**config.mk**
```make
export PLATFORM = sky130hd
export DESIGN_NAME = cpu_prog_loader
export DESIGN_NICKNAME = d
export VERILOG_FILES = /design/src/rtl/cpu_prog_loader.sv
export SDC_FILE = /design/constraint.sdc
export NUM_CORES = 1
export LEC_CHECK = 0
export ABC_AREA = 1
export BUFFER_PORTS_ARGS = -buffer_cell sky130_fd_sc_hd__buf_2
export CORE_MARGIN = 1.5
export CORE_UTILIZATION = 58
export DETAILED_ROUTE_END_ITERATION = 12
export PLACE_DENSITY_LB_ADDON = 0.08
export SETUP_SLACK_MARGIN = 0.4
export SLEW_MARGIN = 20
export SYNTH_ARGS = -nofsm -noshare
export SYNTH_HDL_FRONTEND = slang
export SYNTH_SLANG_ARGS = --single-unit
```
**constraint.sdc**
```tcl
create_clock -name clk -period 5.7 [get_ports clk]
set_input_delay 0.285 -clock clk [delete_from_list [all_inputs] [get_ports clk]]
set_output_delay 0.285 -clock clk [all_outputs]
set_load 0.02 [all_outputs]
```
**src/rtl/cpu_prog_loader.sv**
```systemverilog
// cpu_prog_loader: boot loader for the cpu core.
// It accepts a 32-bit valid/ready word stream. The first cfg_imem_words
// words go to instruction memory through ext port 1, one 32-bit write per
// word. The remaining words are paired into 64-bit data-memory writes
// through ext port 2, low beat first. After loading, cpu_enable is held
// high for cfg_run_cycles cycles.
// Optional feature: define LOADER_CHECKSUM_EN to add a 32-bit running sum of
// the accepted stream words on the checksum output.
module cpu_prog_loader #(
  parameter int IMEM_AW = 9,
  parameter int DMEM_AW = 10,
  parameter int RUN_W   = 32
) (
  input  logic               clk,
  input  logic               arst_n,
  input  logic               start,
  input  logic [IMEM_AW:0]   cfg_imem_words,
  input  logic [DMEM_AW:0]   cfg_dmem_words,
  input  logic [RUN_W-1:0]   cfg_run_cycles,
  input  logic               s_valid,
  output logic               s_ready,
  input  logic [31:0]        s_data,
  input  logic               s_last,
  output logic [63:0]        addr_ext,
  output logic               wen_ext,
  output logic               ren_ext,
  output logic [31:0]        wdata_ext,
  output logic [63:0]        addr_ext_2,
  output logic               wen_ext_2,
  output logic               ren_ext_2,
  output logic [63:0]        wdata_ext_2,
  output logic               cpu_enable,
  output logic               busy,
  output logic               done,
  output logic               err
`ifdef LOADER_CHECKSUM_EN
  ,
  output logic [31:0]        checksum
`endif
);

  typedef enum logic [2:0] {
    IDLE      = 3'd0,
    LOAD_I    = 3'd1,
    LOAD_D_LO = 3'd2,
    LOAD_D_HI = 3'd3,
    RUN       = 3'd4
  } state_e;

  state_e             state;
  logic [IMEM_AW:0]   cfg_imem_q;
  logic [DMEM_AW:0]   cfg_dmem_q;
  logic [RUN_W-1:0]   cfg_run_q;
  logic [IMEM_AW-1:0] i_idx;
  logic [DMEM_AW-1:0] d_idx;
  logic [31:0]        lo_q;
  logic [RUN_W-1:0]   run_cnt;

  logic hs;
  logic i_final;
  logic d_final;
  logic dmem_zero;
  logic expect_last;
  logic frame_err;

  // The loader never reads memory.
  assign ren_ext   = 1'b0;
  assign ren_ext_2 = 1'b0;

  assign hs        = s_valid & s_ready;
  assign i_final   = ({1'b0, i_idx} == cfg_imem_q - (IMEM_AW+1)'(1));
  assign d_final   = ({1'b0, d_idx} == cfg_dmem_q - (DMEM_AW+1)'(1));
  assign dmem_zero = (cfg_dmem_q == '0);

  // s_last is expected only on the image's final word. That is the last
  // imem word when there is no data image, otherwise the final high beat.
  always_comb begin
    expect_last = 1'b0;
    case (state)
      LOAD_I:    expect_last = i_final & dmem_zero;
      LOAD_D_HI: expect_last = d_final;
      default:   expect_last = 1'b0;
    endcase
  end

  assign frame_err = hs & (s_last != expect_last);

  // Main FSM. All outputs are registered here.
  always_ff @(posedge clk or negedge arst_n) begin
    if (!arst_n) begin
      state       <= IDLE;
      cfg_imem_q  <= '0;
      cfg_dmem_q  <= '0;
      cfg_run_q   <= '0;
      i_idx       <= '0;
      d_idx       <= '0;
      lo_q        <= '0;
      run_cnt     <= '0;
      s_ready     <= 1'b0;
      addr_ext    <= '0;
      wen_ext     <= 1'b0;
      wdata_ext   <= '0;
      addr_ext_2  <= '0;
      wen_ext_2   <= 1'b0;
      wdata_ext_2 <= '0;
      cpu_enable  <= 1'b0;
      busy        <= 1'b0;
      done        <= 1'b0;
      err         <= 1'b0;
    end else begin
      // NOTE: non-blocking updates with strobes defaulted low. Every branch
      // below sees last cycle's state, and each wen/done is a one-cycle pulse.
      wen_ext   <= 1'b0;
      wen_ext_2 <= 1'b0;
      done      <= 1'b0;
      if (frame_err) begin
        // Bad framing: the offending word is not written and RUN is skipped.
        err     <= 1'b1;
        s_ready <= 1'b0;
        busy    <= 1'b0;
        state   <= IDLE;
      end else begin
        case (state)
          IDLE: begin
            if (start) begin
              if (cfg_imem_words == '0) begin
                err <= 1'b1;
              end else begin
                cfg_imem_q <= cfg_imem_words;
                cfg_dmem_q <= cfg_dmem_words;
                cfg_run_q  <= cfg_run_cycles;
                err        <= 1'b0;
                i_idx      <= '0;
                d_idx      <= '0;
                s_ready    <= 1'b1;
                busy       <= 1'b1;
                state      <= LOAD_I;
              end
            end
          end
          LOAD_I: begin
            if (hs) begin
              wen_ext   <= 1'b1;
              addr_ext  <= {{(62-IMEM_AW){1'b0}}, i_idx, 2'b00};
              wdata_ext <= s_data;
              if (!i_final) begin
                i_idx <= i_idx + IMEM_AW'(1);
              end else if (dmem_zero) begin
                s_ready <= 1'b0;
                run_cnt <= cfg_run_q;
                state   <= RUN;
              end else begin
                state <= LOAD_D_LO;
              end
            end
          end
          LOAD_D_LO: begin
            if (hs) begin
              lo_q  <= s_data;
              state <= LOAD_D_HI;
            end
          end
          LOAD_D_HI: begin
            if (hs) begin
              wen_ext_2   <= 1'b1;
              addr_ext_2  <= {{(61-DMEM_AW){1'b0}}, d_idx, 3'b000};
              wdata_ext_2 <= {s_data, lo_q};
              if (d_final) begin
                s_ready <= 1'b0;
                run_cnt <= cfg_run_q;
                state   <= RUN;
              end else begin
                d_idx <= d_idx + DMEM_AW'(1);
                state <= LOAD_D_LO;
              end
            end
          end
          RUN: begin
            // The first RUN cycle coincides with the final write pulse.
            // Enable therefore rises one cycle later and stays high
            // for run_cnt cycles.
            if (run_cnt == '0) begin
              cpu_enable <= 1'b0;
              done       <= 1'b1;
              busy       <= 1'b0;
              state      <= IDLE;
            end else begin
              cpu_enable <= 1'b1;
              run_cnt    <= run_cnt - RUN_W'(1);
            end
          end
          default: state <= IDLE;
        endcase
      end
    end
  end

`ifdef LOADER_CHECKSUM_EN
  // Running sum of accepted words. It is cleared by an accepted start and
  // holds its value outside the load states because s_ready is low there.
  always_ff @(posedge clk or negedge arst_n) begin
    if (!arst_n) begin
      checksum <= '0;
    end else if (state == IDLE && start && cfg_imem_words != '0) begin
      checksum <= '0;
    end else if (hs) begin
      checksum <= checksum + s_data;
    end
  end
`endif

endmodule
```
==> Yosys cells after proc, flatten, opt, wreduce, memory -nomap -nowiden <==
Index checks and enable logic that the tools add are counted.
{ "classes": {"bitwise_logic": 5, "n_addsub": 5, "n_eq_ne": 26, "reduce_logical": 23, "mux": 54} }
{ "ops": {"columns": ["operator", "n"], "rows": [
  ["$mux 32", 6],
  ["$pmux 32 s3", 1],
  ["$mux 10", 4],
  ["$mux 9", 4],
  ["$logic_not 32->1", 1],
  ["$sub 32x1->32 const B", 1],
  ["$mux 3", 10],
  ["$ne 3x3->1 const B", 9],
  ["$mux 1", 23],
  ["$ne 2x2->1 const B", 10],
  ["$pmux 10 s2", 1],
  ["$pmux 9 s2", 1],
  ["$reduce_and 8->1", 2],
  ["$pmux 3 s5", 1],
  ["$reduce_and 6->1", 2],
  ["$eq 10x11->1", 1],
  ["$logic_not 11->1", 1],
  ["$sub 11x1->11 const B", 1],
  ["$add 10x1->10 const B", 1],
  ["$eq 9x10->1", 1],
  ["$logic_not 10->1", 1],
  ["$sub 10x1->10 const B", 1],
  ["$add 9x1->9 const B", 1],
  ["$reduce_and 3->1", 3],
  ["15 further kinds", 26]
]} }
{ "totals": {"word_cells": 132, "out_inout_bits": 233, "ff_bits": 261, "in_bits": 90} }

==> Logic depth before layout (Yosys ltp) <==
{ "logic_depth": {"word_depth": 8, "depth_mapped": 21, "depth_no_buf": 20} }

==> Worst setup path after synthesis <==
Ideal clock, no wire load.
{ "synth_path": {"path_kind": "reg2reg", "startpoint": "register cfg_imem_q[0]", "endpoint": "register wdata_ext_2[49]", "path_stages_with_launch": 16, "t_arrival_ns": 2.154, "required_ns": 5.569, "n_path_buf": 2, "synth_period_minus_slack_ns": 2.285, "path_slack_ns": 3.415, "setup_ns": 0.131, "cell_sequence": "dfrtp_1 > inv_1 > ha_1 > or2_2 > nand3_1 > nand3_1 > nor2_1 > nand4_1 > nand2_1 > nand2_1 > nand2_1 > nand3_2 > buf_2 > buf_4 > nand2_1 > o21ai_0"} }
{ "synth_between": {"elab_chain_len": 8} }
{ "synth_lines": {"columns": ["element", "line", "rtl"], "rows": [
  ["start, declared", "51", "logic [IMEM_AW:0] cfg_imem_q;"],
  ["start signal, assigned", "129", "cfg_imem_q <= cfg_imem_words;"],
  ["$sub 10x1->10", "71", "assign i_final = ({1'b0, i_idx} == cfg_imem_q - (IMEM_AW+1)'(1));"],
  ["$eq 9x10->1", "71", null],
  ["$and 1x1->1", "80", "LOAD_I: expect_last = i_final & dmem_zero;"],
  ["$pmux 1 s2", "79", "case (state)"],
  ["$ne 1x1->1", "86", "assign frame_err = hs & (s_last != expect_last);"],
  ["$and 1x1->1", "86", null],
  ["$not 1->1 (no line)", null, null],
  ["$reduce_and 3->1 (no line)", null, null],
  ["end signal, assigned", "167", "wdata_ext_2 <= {s_data, lo_q};"],
  ["end, declared", "31", "output logic [63:0] wdata_ext_2,"]
]} }
Every way passes these cells.
A chain may end at the register's enable or synchronous reset.

==> Worst setup path in the final report <==
{ "layout_path": {"startpoint": "register cfg_imem_q[0]", "endpoint": "register run_cnt[19]"} }
{ "layout_between": {"elab_chain_len": 8, "word_cells_on_any_way": 9, "cone_classes": "1 x add/sub; 3 x eq/ne; 1 x mux; 3 x bitwise; 1 x reduce/logical"} }
{ "layout_lines": {"columns": ["element", "line", "rtl"], "rows": [
  ["$sub 10x1->10 *", "71", null],
  ["$eq 9x10->1 *", "71", null],
  ["$and 1x1->1", "80", null],
  ["$pmux 1 s2", "79", null],
  ["$ne 1x1->1", "86", null],
  ["$and 1x1->1", "86", null],
  ["$not 1->1 (no line)", null, null],
  ["$reduce_and 8->1 (no line) *", null, null],
  ["end signal, assigned", "150", "run_cnt <= cfg_run_q;"],
  ["end signal, assigned", "170", "run_cnt <= cfg_run_q;"],
  ["end signal, assigned", "189", "run_cnt <= run_cnt - RUN_W'(1);"],
  ["end, declared", "57", "logic [RUN_W-1:0] run_cnt;"]
]} }
Every way passes the cells marked *; elsewhere a longest branch is shown, timed or not.

==> summary.txt <==
Yosys
  • Post-synth cell types: 41
  • Largest area contributor in the netlist: dfrtp_1
  • Ys Warns: 0
  • FF+latch count, synth: ~260
  • Synth top area share: 0.498
  • Synth Cell Area: 13100 um2
  • Synth Area per Inst: 7.95 um2
  • Leading post-synthesis cells by cell area: dfrtp_1 (50%), nand2_1 (15%), o21ai_0 (6.9%), buf_4 (6.4%), inv_1 (3.7%)
  • Cell count after synthesis: 1649
  • Seq/Total Area, Yosys: 0.498

Floorplan
  • Core Box Area: 22000 um2
  • Starting Density: 0.595
  • Die height: 153 um
  • FP Rows: 54
  • Die width: 153 um
  • IO Pins: ~320
  • DIE AREA: 23500 um2

Timing
  • Post-route minimum period: 3.67 ns
  • Max Clk Rate: 0.272 GHz
  • RSZ-0062 raised after global routing: no
  • Worst Skew: 0.0108 ns
  • Max-slew violations: 0
  • Setup violators final: 0
  • Final hold slack: approximately 0.0045 ns
  • Worst Max-Slew Pin Slew: 1.08 ns
  • Worst rel slew slack: 0.280
  • Setup_tns: 0 ns
  • Final hold viol count: 0
  • Fin crit share: 0.645

Power and ir drop
  • Leak: 8.24 nW
  • Max VDD drop: ~0.00032 V
  • Power Dens Cells: 521 nW/um2
  • Total power: 7.91 mW

Setup path
  • Startpoint types: flop
  • Top cell by count, worst path: nand2_1
  • Worst-path maximum fanout: 37
  • Crit path max-delay family: simple AND/OR/NAND/NOR gates
  • Required @ worst endpoint: 6.06 ns
  • Crit path capture type: flop
  • Slowest cell on crit path: inv_2
  • CP peak stage delay: between 0.7 and 0.8 ns
  • Crit-path cells: inv_1 > ha_1 > nand2_1 > nor2_1 > nor2_1 > nor2_1 > nand2_1 > nor2_1 > nand4_1 > nand2_1 > nand2_1 > nand3_2 > nand2_1 > inv_2 > nand2_1 > nand2_1 > o21ai_0
  • Critical path data arrival time: 4.04 ns
  • Reg-to-reg slack, setup: between 2 and 2.5 ns
  • CP Buf/Inv Count: 2
  • Worst setup path category: flop to flop

GRT
  • Met3 usage: 0.0306
  • Initial antenna violation count: 0
  • Congestion Overflow GR: 0
  • GRT busiest layer: met2
  • Global-route wire length before repair: 48900 um
  • Gr usage total: 0.251
  • Largest net degree at the start of global routing: 178
  • Vias in the first global route: 9789
  • GR Layer Usage met2: 0.410
  • Global routing usage on met1: 0.359

Drt
  • Pre-antenna DRT Iters: 5
  • Wire per inst: 13.8 um
  • Vias per std cell: roughly 5
  • DRT iter0 DRCs: 681
  • DRT Wirelength: 30100 um
  • DR vias: 10824
  • DRC Markers: 0
  • Antenna viol nets, final: 0

Placement
  • PortBufs: 211
  • Inst Count DP: 2080
  • Routability cong.: just under 0.9
  • Detailed placement HPWL: between 20000 and 25000 um

Clock network
  • Worst-Skew Late Latency: 0.54 ns
  • CTS max path bufs: 3
  • Setup Fix Bufs, Post-CTS: 0
  • Number of buffers created by CTS: 28
  • Root Buffer: clkbuf_16
  • CTS sink count: about 260
  • H-tree depth: 1
  • CTS tree: built
  • CTS clock-pin slew for the worst setup and hold paths: 0.06 ns

Finish
  • Ratio of cells with drive above 1 in the final layout: 0.158
  • Final core occ: 0.689
  • N_diodes: 0
  • Layout Cells excl Fill: roughly 2200
  • Synth-to-layout area growth: 15.7%
  • Final #Nets: between 1500 and 2000
  • Fillers: 1851

Hold path
  • Worst min path class: input pin to flop

Run
  • Max Cap Violations: 0

Outcome
  • Status: finished, final reports clean
[power breakdown]
part	total (mW)	internal, mW	switching [mW]
Combinational	3.10	0.996	2.10
Clock	1.76	1.03	0.737
Sequential	3.05	2.55	0.499
[worst min-delay path, delay by kind of cell]
family | cells | cell delay (ns)
buffers and inverters | 1 | 0.09
and+or+nand+nor | 2 | 0.12
[registers in the layout, summed over array words and instances (netlist names)]
| register | cells |
|---|---|
| addr_ext | 9 |
| addr_ext_2 | 10 |
| busy | 1 |
| cfg_dmem_q | 11 |
| cfg_imem_q | 10 |
| cfg_run_q | 32 |
| cpu_enable | 1 |
| d_idx | 10 |
| done | 1 |
| err | 1 |
| i_idx | 9 |
| lo_q | 32 |
| run_cnt | 32 |
| s_ready | 1 |
| state | 3 |
| wdata_ext | 32 |
| wdata_ext_2 | 64 |
| wen_ext | 1 |
| wen_ext_2 | 1 |
[final cells by class]
cell class | instances | area (um2) | area share
Clock inverter | 12 | 100 | 0.00660
Clock buffer | 38 | 800 | 0.0527
Inverter | 138 | 520 | 0.0343
Tap cell | 280 | 350 | 0.0231
Timing Repair Buffer | 259 | 1540 | 0.102
Sequential cell | 261 | 6530 | 0.431
Multi-Input combinational cell | 1184 | 5320 | 0.351
[per-layer routing]
metal	vias to the layer above	share of wire
li1	5430	-
met1	5020	0.46
met2	334	0.47
met3	40	0.053
met4	0	0.019
met5	-	0
[cell families after synthesis]
family                   count (synthesis)  synth area share
XOR/XNOR                                36            0.0240
flip-flops                             261             0.498
AO/OA/AOI/OAI                          214            0.0840
other                                    1          0.000286
adder cells (fa/ha/maj)                  5           0.00477
buffers and inverters                  314             0.129
multiplexers                             1          0.000763
AND/OR/NAND/NOR                        817             0.259
[stage by stage]
stage	instance area, um2	setup slack [ns]
after floorplan	13500	3.41
after global placement	13800	2.21
after detailed placement	13800	2.06
after CTS	15200	2.04
after global routing	15200	1.72
final	15200	2.03
[Yosys cell counts, drive strengths merged]
cell      n
xnor2    10
conb      1
mux2i     1
nand4     9
nand3   105
nand3b    3
nand2   542
ha        5
clkbuf   31
clkinv    1
nor2    125
a21oi    13
xor2     26
o21bai    1
nor3     22
inv     137
o41ai     1
o21ai   188
nor4      7
or2       4
buf     145
dfrtp   261
o31ai     1
a31oi     3
o22ai     1
o221ai    1
o211ai    5
[worst paths after layout]
path,from,endpoint,depth (start not counted)
min in group asynchronous,arst_n,wdata_ext[28]$_DFFE_PN0P_,2
max in group asynchronous,arst_n,run_cnt[6]$_DFFE_PN0P_,3
hold / removal,cfg_imem_words[2],cfg_imem_q[2]$_DFFE_PN0P_,3
hold reg to reg,cfg_run_q[8]$_DFFE_PN0P_,cfg_run_q[8]$_DFFE_PN0P_,2
setup / recovery,cfg_imem_q[0]$_DFFE_PN0P_,run_cnt[19]$_DFFE_PN0P_,17
setup reg to reg,cfg_imem_q[0]$_DFFE_PN0P_,run_cnt[19]$_DFFE_PN0P_,17
[placed cells by master (no fill, tap or decap), types with 10 or more instances in the layout]
master	n
xor2_1	26
a21oi_1	13
nand3_2	13
o21ai_0	181
inv_1	128
conb_1	111
nor3_1	21
dlygate4sd3_1	42
nor2_1	119
buf_2	210
xnor2_1	10
dfrtp_1	261
nand3_1	91
nand2_1	539
clkbuf_16	29
[what timing repair did]
item,4_1_cts,5_1_grt
hold buffers,42,0
endpoints found under the hold margin,125,0
gates resized for setup,0,0
Note: power is estimated with default switching activity, not from simulation.
